File: src/rtl/car_request_detector.sv
// car_request_detector: turns the raw side-road loop sensor into the car
// request C for the traffic light controller. The sensor is synchronised and
// debounced, arrivals are counted, a sensor stuck high is flagged, and a small
// FSM holds the request until the side road has been served.
module car_request_detector #(
  parameter int DEBOUNCE_CYCLES = 4,
  parameter int STUCK_CYCLES    = 1000
) (
  input  logic       clk,
  input  logic       reset,
  input  logic       sensor_raw,
  input  logic [1:0] nitkRoadLights,
  input  logic       count_clr,
  output logic       C,
  output logic [7:0] car_count,
  output logic       stuck_fault
);

  localparam int DebW   = $clog2(DEBOUNCE_CYCLES + 1);
  localparam int StuckW = $clog2(STUCK_CYCLES + 1);

  localparam logic [DebW-1:0]   DebOne    = DebW'(1);
  localparam logic [DebW-1:0]   DebLast   = DebW'(DEBOUNCE_CYCLES - 1);
  localparam logic [StuckW-1:0] StuckOne  = StuckW'(1);
  localparam logic [StuckW-1:0] StuckMax  = StuckW'(STUCK_CYCLES);
  localparam logic [StuckW-1:0] StuckLast = StuckW'(STUCK_CYCLES - 1);

  localparam logic [1:0] LightGreen = 2'b10;

  typedef enum logic [1:0] {
    StIdle  = 2'd0,
    StWait  = 2'd1,
    StServe = 2'd2
  } state_t;

  logic              r_sync1;
  logic              r_syncS;
  logic              r_d;
  logic              r_dPrev;
  logic [DebW-1:0]   r_debCnt;
  logic [StuckW-1:0] r_stuckCnt;
  logic              r_stuckFault;
  logic [7:0]        r_carCount;
  state_t            r_state;
  state_t            w_stateNext;
  logic              w_dRise;
  logic              w_green;
  logic              w_c;

  assign w_dRise = r_d & ~r_dPrev;
  assign w_green = (nitkRoadLights == LightGreen);

  // Two-flop synchroniser bringing the asynchronous loop sensor into clk.
  always_ff @(posedge clk or negedge reset) begin
    if (!reset) begin
      r_sync1 <= 1'b0;
      r_syncS <= 1'b0;
    end else begin
      r_sync1 <= sensor_raw;
      r_syncS <= r_sync1;
    end
  end

  // Debounce: the synchronised sensor must disagree with r_d for
  // DEBOUNCE_CYCLES consecutive cycles before r_d follows it.
  always_ff @(posedge clk or negedge reset) begin
    if (!reset) begin
      r_d      <= 1'b0;
      r_debCnt <= '0;
    end else if (r_syncS != r_d) begin
      if (r_debCnt == DebLast) begin
        r_d      <= r_syncS;
        r_debCnt <= '0;
      end else begin
        r_debCnt <= r_debCnt + DebOne;
      end
    end else begin
      r_debCnt <= '0;
    end
  end

  // Previous debounced value, used to find the arrival (rising) edge.
  always_ff @(posedge clk or negedge reset) begin
    if (!reset) begin
      r_dPrev <= 1'b0;
    end else begin
      r_dPrev <= r_d;
    end
  end

  // Stuck detection: time how long the debounced sensor stays high and raise
  // the fault once it has been high too long; any low cycle clears both.
  always_ff @(posedge clk or negedge reset) begin
    if (!reset) begin
      r_stuckCnt   <= '0;
      r_stuckFault <= 1'b0;
    end else if (!r_d) begin
      r_stuckCnt   <= '0;
      r_stuckFault <= 1'b0;
    end else if (r_stuckCnt != StuckMax) begin
      r_stuckCnt <= r_stuckCnt + StuckOne;
      if (r_stuckCnt == StuckLast) begin
        r_stuckFault <= 1'b1;
      end
    end
  end

  // Saturating arrival counter; a clear wins over a same-cycle arrival.
  always_ff @(posedge clk or negedge reset) begin
    if (!reset) begin
      r_carCount <= 8'd0;
    end else if (count_clr) begin
      r_carCount <= 8'd0;
    end else if (w_dRise && (r_carCount != 8'hFF)) begin
      r_carCount <= r_carCount + 8'd1;
    end
  end

  // Request FSM state register.
  always_ff @(posedge clk or negedge reset) begin
    if (!reset) begin
      r_state <= StIdle;
    end else begin
      r_state <= w_stateNext;
    end
  end

  // Next state: a fault always forces IDLE; otherwise an arrival raises the
  // request, green serves it, and the end of green re-requests if a car is
  // still sitting on the loop.
  always_comb begin
    w_stateNext = r_state;
    if (r_stuckFault) begin
      w_stateNext = StIdle;
    end else begin
      case (r_state)
        StIdle:  if (w_dRise) w_stateNext = StWait;
        StWait:  if (w_green) w_stateNext = StServe;
        StServe: if (!w_green) w_stateNext = r_d ? StWait : StIdle;
        default: w_stateNext = StIdle;
      endcase
    end
  end

  // Request output decoded from the state; masked while the sensor is stuck
  // so a faulty loop can never hold the highway red.
  always_comb begin
    w_c = 1'b0;
    case (r_state)
      StWait:  w_c = 1'b1;
      StServe: w_c = r_d;
      default: w_c = 1'b0;
    endcase
    if (r_stuckFault) begin
      w_c = 1'b0;
    end
  end

  assign C           = w_c;
  assign car_count   = r_carCount;
  assign stuck_fault = r_stuckFault;

endmodule
File: config.mk
export PLATFORM = sky130hd
export DESIGN_NAME = car_request_detector
export DESIGN_NICKNAME = d
export VERILOG_FILES = /design/src/rtl/car_request_detector.sv
export SDC_FILE = /design/constraint.sdc
export NUM_CORES = 1
export LEC_CHECK = 0
export CAP_MARGIN = 5
export CORE_MARGIN = 3
export CORE_UTILIZATION = 55
export CTS_CLUSTER_SIZE = 40
export DETAILED_ROUTE_END_ITERATION = 10
export PLACE_DENSITY_LB_ADDON = 0.05
export SYNTH_ARGS = -nofsm -noshare
export SYNTH_HDL_FRONTEND = slang
export SYNTH_SLANG_ARGS = --single-unit
File: constraint.sdc
create_clock -name clk -period 2 [get_ports clk]
set_clock_uncertainty 0.15 [all_clocks]
set_input_delay 0.5 -clock clk [delete_from_list [all_inputs] [get_ports clk]]
set_output_delay 0.5 -clock clk [all_outputs]
set_load 0.05 [all_outputs]
# [Word-level counts from Yosys, hierarchy flattened]
# Cells that the tools add are included.
[word_totals] regBits=28 latchBits=0 ram_bits=0 romBits=0 out_inout_bits=10 memories=0
[classes] add_sub_neg=3 n_mul=0 n_div=0 order_cmp=0 n_eq_ne=13 n_shift=0 mux=17 bitwise=2 n_reduce_logical=6
[ops] cell="10-bit 2-to-1 mux" n=2
[ops] cell="8-bit 2-to-1 mux" n=2
[ops] cell="10-bit by 1-bit adder with 10-bit output (second input constant)" n=1
[ops] cell="10-bit == test (second input constant)" n=1
[ops] cell="10-bit inequality test (second input constant)" n=1
[ops] cell="3-bit inequality test (second input constant)" n=3
[ops] cell="8-bit by 1-bit adder with 8-bit output (second input constant)" n=1
[ops] cell="2-bit 2-to-1 mux" n=4
[ops] cell="8-bit inequality test (second input constant)" n=1
[ops] cell="3-bit 2-to-1 mux" n=2
[ops] cell="2-bit case mux with 3 select lines" n=1
[ops] cell="1-bit 2-to-1 mux" n=5
[ops] cell="2-bit == test (second input constant)" n=2
[ops] cell="2-bit by 1-bit inequality test with 1-bit output (second input constant)" n=2
[ops] cell="2-bit AND reduction" n=2
[ops] cell="3-bit by 1-bit adder with 3-bit output (second input constant)" n=1
[ops] cell="3-bit by 2-bit == test with 1-bit output (second input constant)" n=1
[ops] cell="3-bit AND reduction" n=1
[ops] cell="2-bit by 1-bit == test with 1-bit output (second input constant)" n=1
[ops] cell="2-bit zero test" n=1
[ops] cell="1-bit case mux with 2 select lines" n=1
[ops] cell="2-bit nonzero test" n=1
[ops] cell="1-bit bitwise AND" n=1
[ops] cell="1-bit logical AND" n=1
[ops] cell="2 further kinds" n=2

# [Depth between registers and ports, before layout]
[logic_depth] word_depth=5 depth_mapped=6 depth_no_buf=6

# [Worst setup path before layout]
# Ideal clock, no wire load.
[synth_path] path_kind="register -> output" start="register r_state[0]" end="output port C" arrival_ns=1.875 t_required_ns=1.350 setup_slack_ns=-0.525 stages_incl_launch_ff=5 cell_sequence="dfrtp_1 > inv_1 > ha_1 > a21oi_1 > nor3b_1"
[synth_via] elab_chain_len=3
[synth_lines] element="start, declared" line_no="44" source="state_t r_state;"
[synth_lines] element="start signal, assigned" line_no="122" source="r_state <= StIdle;"
[synth_lines] element="start signal, assigned" line_no="124" source="r_state <= w_stateNext;"
[synth_lines] element="2-bit == test / 2-bit by 1-bit == test with 1-bit output (equally long branches)" line_no="149" source="case (r_state)"
[synth_lines] element="1-bit case mux with 2 select lines *" line_no="149"
[synth_lines] element="1-bit 2-to-1 mux *" line_no="154" source="if (r_stuckFault) begin"
[synth_lines] element="end, declared" line_no="14" source="output logic C,"
# Every way passes the cells marked *; elsewhere a longest branch is shown, timed or not.

# [Worst setup path after layout]
# Ends and elaborated chain as after synthesis.

==> metrics.md <==
| Metric | Value |
|---|---|
| Area grow syn2layout | `22.16%` |
| Most numerous cell in the Yosys netlist | `dfrtp_1` |
| Initial antenna violation count | `0` |
| Grt total ovfl | `0` |
| Register clock-pin slew on the reported worst setup and hold paths | `~140 ps` |
| Reg2reg end | `car_count[5]$_DFFE_PN0P_` |
| Final WL | `2.579 mm` |
| Final ANT Viol Nets | `0` |
| Number of synthesized flops with an enable pin | `0` |
| Combinational power share | `45.9%` |
| IO Count | `16` |
| First-pass GRT wire length | `4.664 mm` |
| Vias in the first global route | `1107` |
| FF+latch count, synth | `28` |
| Register area | `701.9 um2` |
| Clk network pwr share | `a little under an eighth` |
| Critical Path RT | `between 1000 and 1500 ps` |
| Final-report max-slew violation count | `0` |
| Post-synth cell types | `39` |
| Routability cong. | `about 0.84` |
| Layout cell share with drive strength beyond 1 | `a little over a fifth` |
| Crit-path cells | `inv_2 > ha_4 > a21oi_4 > nor3b_4 > buf_12` |
| Cell internal pwr | `roughly 1.2 mW` |
| Area share of the largest cell type after synthesis | `47.90%` |
| Total die area | `3314 um2` |
| Mapped cell area | `between 1000 and 1500 um2` |
| Ant diodes | `0` |
| CP max stage cell | `dfrtp_1` |
| Switching Share | `between 30% and 40%` |
| Net Switching | `0.7055 mW` |
| LEAKAGE | `0.7876 nW` |
| Number of non-filler instances in the completed layout | `192` |
| DRC viols | `0` |
| Clk root buf | `clkbuf_4` |
| Vias per cell | `about 5.6` |
| Synthesized instance count | `140` |
| CORE AREA | `2500 um2` |
| Synth area leaders | `dfrtp_1, ha_1, xor2_1` |
| Cts hold-fix bufs | `0` |
| Synthesized Nets | `155` |
| Vias | `1080` |
| Sequential area share after synthesis | `47.90%` |
| Initial Util | `58.51%` |
| Tcrit/Tclk final | `105.8%` |
| CP arrival | `1470 ps` |
| CP Max Fanout | `3` |
| Setup TNS Final | `-115.3 ps` |
| Placed Cells | `between 150 and 200` |
| WHS Endpoint | `r_syncS$_DFF_PN0_` |
| Area leader, netlist | `dfrtp_1` |
| CTS Buffer Depth | `2` |
| Power Density | `1045 nW/um2` |
| WL/cell | `13.43 um` |
| Fin area | `1787 um2` |
| FF-to-FF path depth | `5` |
| Clk sinks | `28` |
| Die width | `57.57 um` |
| Post-synth top flop | `dfrtp_1` |
| Initial drt markers | `47` |
| Layout fillers | `177` |
| HPWL Detailed | `1.819 mm` |
| Relative slew slack | `74.68%` |
| CTS buffer count | `3` |
| Min-Delay Path Depth | `0` |
| Min-delay worst type | `register to register` |
| Critical path class | `register to output pin` |
| Multi-input logic area | `between 700 and 800 um2` |
| Worst reg2reg startpoint | `car_count[0]$_DFFE_PN0P_` |
| Status | `complete, but fails checks` |
| H-Tree Depth | `1` |
| Worst R2R Setup Slack | `240 ps` |
| Crit. End Element | `output pin` |
| RSZ-0062 raised after global routing | `true` |
| Yosys synthesis warning count | `0` |
| Synth cell count leaders | `dfrtp_1, nand2_1, nor2_1` |
| Final nets | `about 180` |
| Setup crit start kind | `register` |
| Tmin final | `2115 ps` |
| Setup ws final | `-115.3 ps` |
| Clk Latency, worst-skew pair | `310 ps` |
| Sequential Power Share | `42.2%` |
| Final setup fails | `1` |
| FP Rows | `18` |
| Post-DP Area | `~1700 um2` |
| Hold Slack | `220.9 ps` |
| Die Ht | `57.57 um` |
| Syn_area_per_cell | `10.45 um2` |
| Beginning of the worst hold path | `r_sync1$_DFF_PN0_` |
| Worst vdd ir | `0.0007324 V` |
| CTS tree | `built` |
| Max cap viols | `0` |
| Tot GR Track Use | `17.38%` |
| IO Port Bufs | `15` |
| Hold Fails Final Rpt | `0` |
| Synth async-reset ratio | `100.0%` |
| Largest net degree at the start of global routing | `29` |
| Pre-antenna DRT Iters | `5` |
| Worst-margin pin slew | `379.8 ps` |
| Worst path max stage delay | `approximately 430 ps` |
| Failing checks | `setup timing` |
| Fmax | `472.8 MHz` |
[placed cells by master, fill, tap and decap left out, types with 2 or more instances in the layout]
cell type / synthesis / routed
a21oi_1: 6 / 5
nor2b_1: 3 / 3
xor2_1: 6 / 6
o21ai_1: 3 / 3
buf_12: 0 / 3
a21boi_1: 2 / 2
nor2_1: 11 / 11
nand2_1: 11 / 11
nand4_1: 2 / 2
ha_4: 0 / 3
mux2i_1: 2 / 2
xnor2_1: 5 / 5
nand3_1: 5 / 5
o31ai_1: 2 / 2
nand2b_1: 2 / 2
and2_1: 6 / 6
inv_1: 6 / 4
buf_4: 0 / 13
clkbuf_4: 0 / 3
ha_1: 9 / 6
clkdlybuf4s50_1: 0 / 5
or3_1: 3 / 3
dfrtp_1: 28 / 27
nor3_1: 7 / 7
[per-layer routing]
metal | part of all wire (%) | global-route usage [%]
met5 | 0 | 0
met1 | 48 | 23.94
met4 | 0.58 | 5.629
met2 | 48 | 28.55
met3 | 2.6 | 2.036
[cell type report]
type | count | area share [%]
clock buffers | 3 | 1.261
inverters | 6 | 1.401
multi-input cells | 103 | 43.70
flip-flops and latches | 28 | 39.29
well taps | 30 | 2.101
repair buffers | 22 | 12.25
[cells by family (layout without fill, tap and decap cells)]
logic type	count (synthesis)	in the layout	synth area share, %
buf+inv	9	31	2.822
flops	28	28	47.90
xor+xnor	11	11	6.587
simple gates	60	60	23.18
fa+ha+maj	9	9	7.699
compound gates	20	20	9.665
mux	3	3	2.139
[worst max-delay path: cells and delay by family (launching register included)]
kind,cells,cell delay (ps)
buf+inv,2,280
compound gates,1,60
fa+ha+maj,1,170
simple gates,1,220
flops,1,430
[power by group through the flow]
stage	logic [mW]	clock network, mW	registers (mW)
finish	0.857	0.223	0.787
floorplan	0.488	0	0.801
global placement	0.687	0	0.783
global route	0.950	0.250	0.803
CTS	0.820	0.232	0.781
detailed placement	0.713	0	0.793
[worst max-delay path by stage]
stage / start / end
6_report: r_state[0]$_DFFE_PN0P_ / C
2_1_floorplan: car_count[0]$_DFFE_PN0P_ / car_count[5]$_DFFE_PN0P_
3_3_place_gp: nitkRoadLights[0] / r_state[1]$_DFFE_PN0P_
5_1_grt: r_state[1]$_DFFE_PN0P_ / C
4_1_cts: r_state[1]$_DFFE_PN0P_ / C
3_5_place_dp: nitkRoadLights[0] / r_state[1]$_DFFE_PN0P_
[through the flow]
step                total power [mW]  setup WS (ps)  util (%)
floorplan                      1.289          95.00         -
global route                   2.003         -176.0     71.47
global placement               1.470          83.88     67.12
detailed placement             1.506          60.38     67.12
CTS                            1.833         -166.0     70.57
finish                         1.867         -115.3     71.47
[flip-flops by register name, indices dropped and copies added, names as in the netlist]
name and count:
car_count 8, r_d 1, r_dPrev 1, r_debCnt 3, r_state 2, r_stuckCnt 10
r_sync1 1, r_syncS 1, stuck_fault 1
[repair_timing]
action,in CTS,in global routing
hold endpoints to repair,0,0
endpoints found under the setup margin,1,1
pin swaps,1,3
setup buffers,3,1
gates resized for setup,8,4
(Power assumes the default switching activity.)
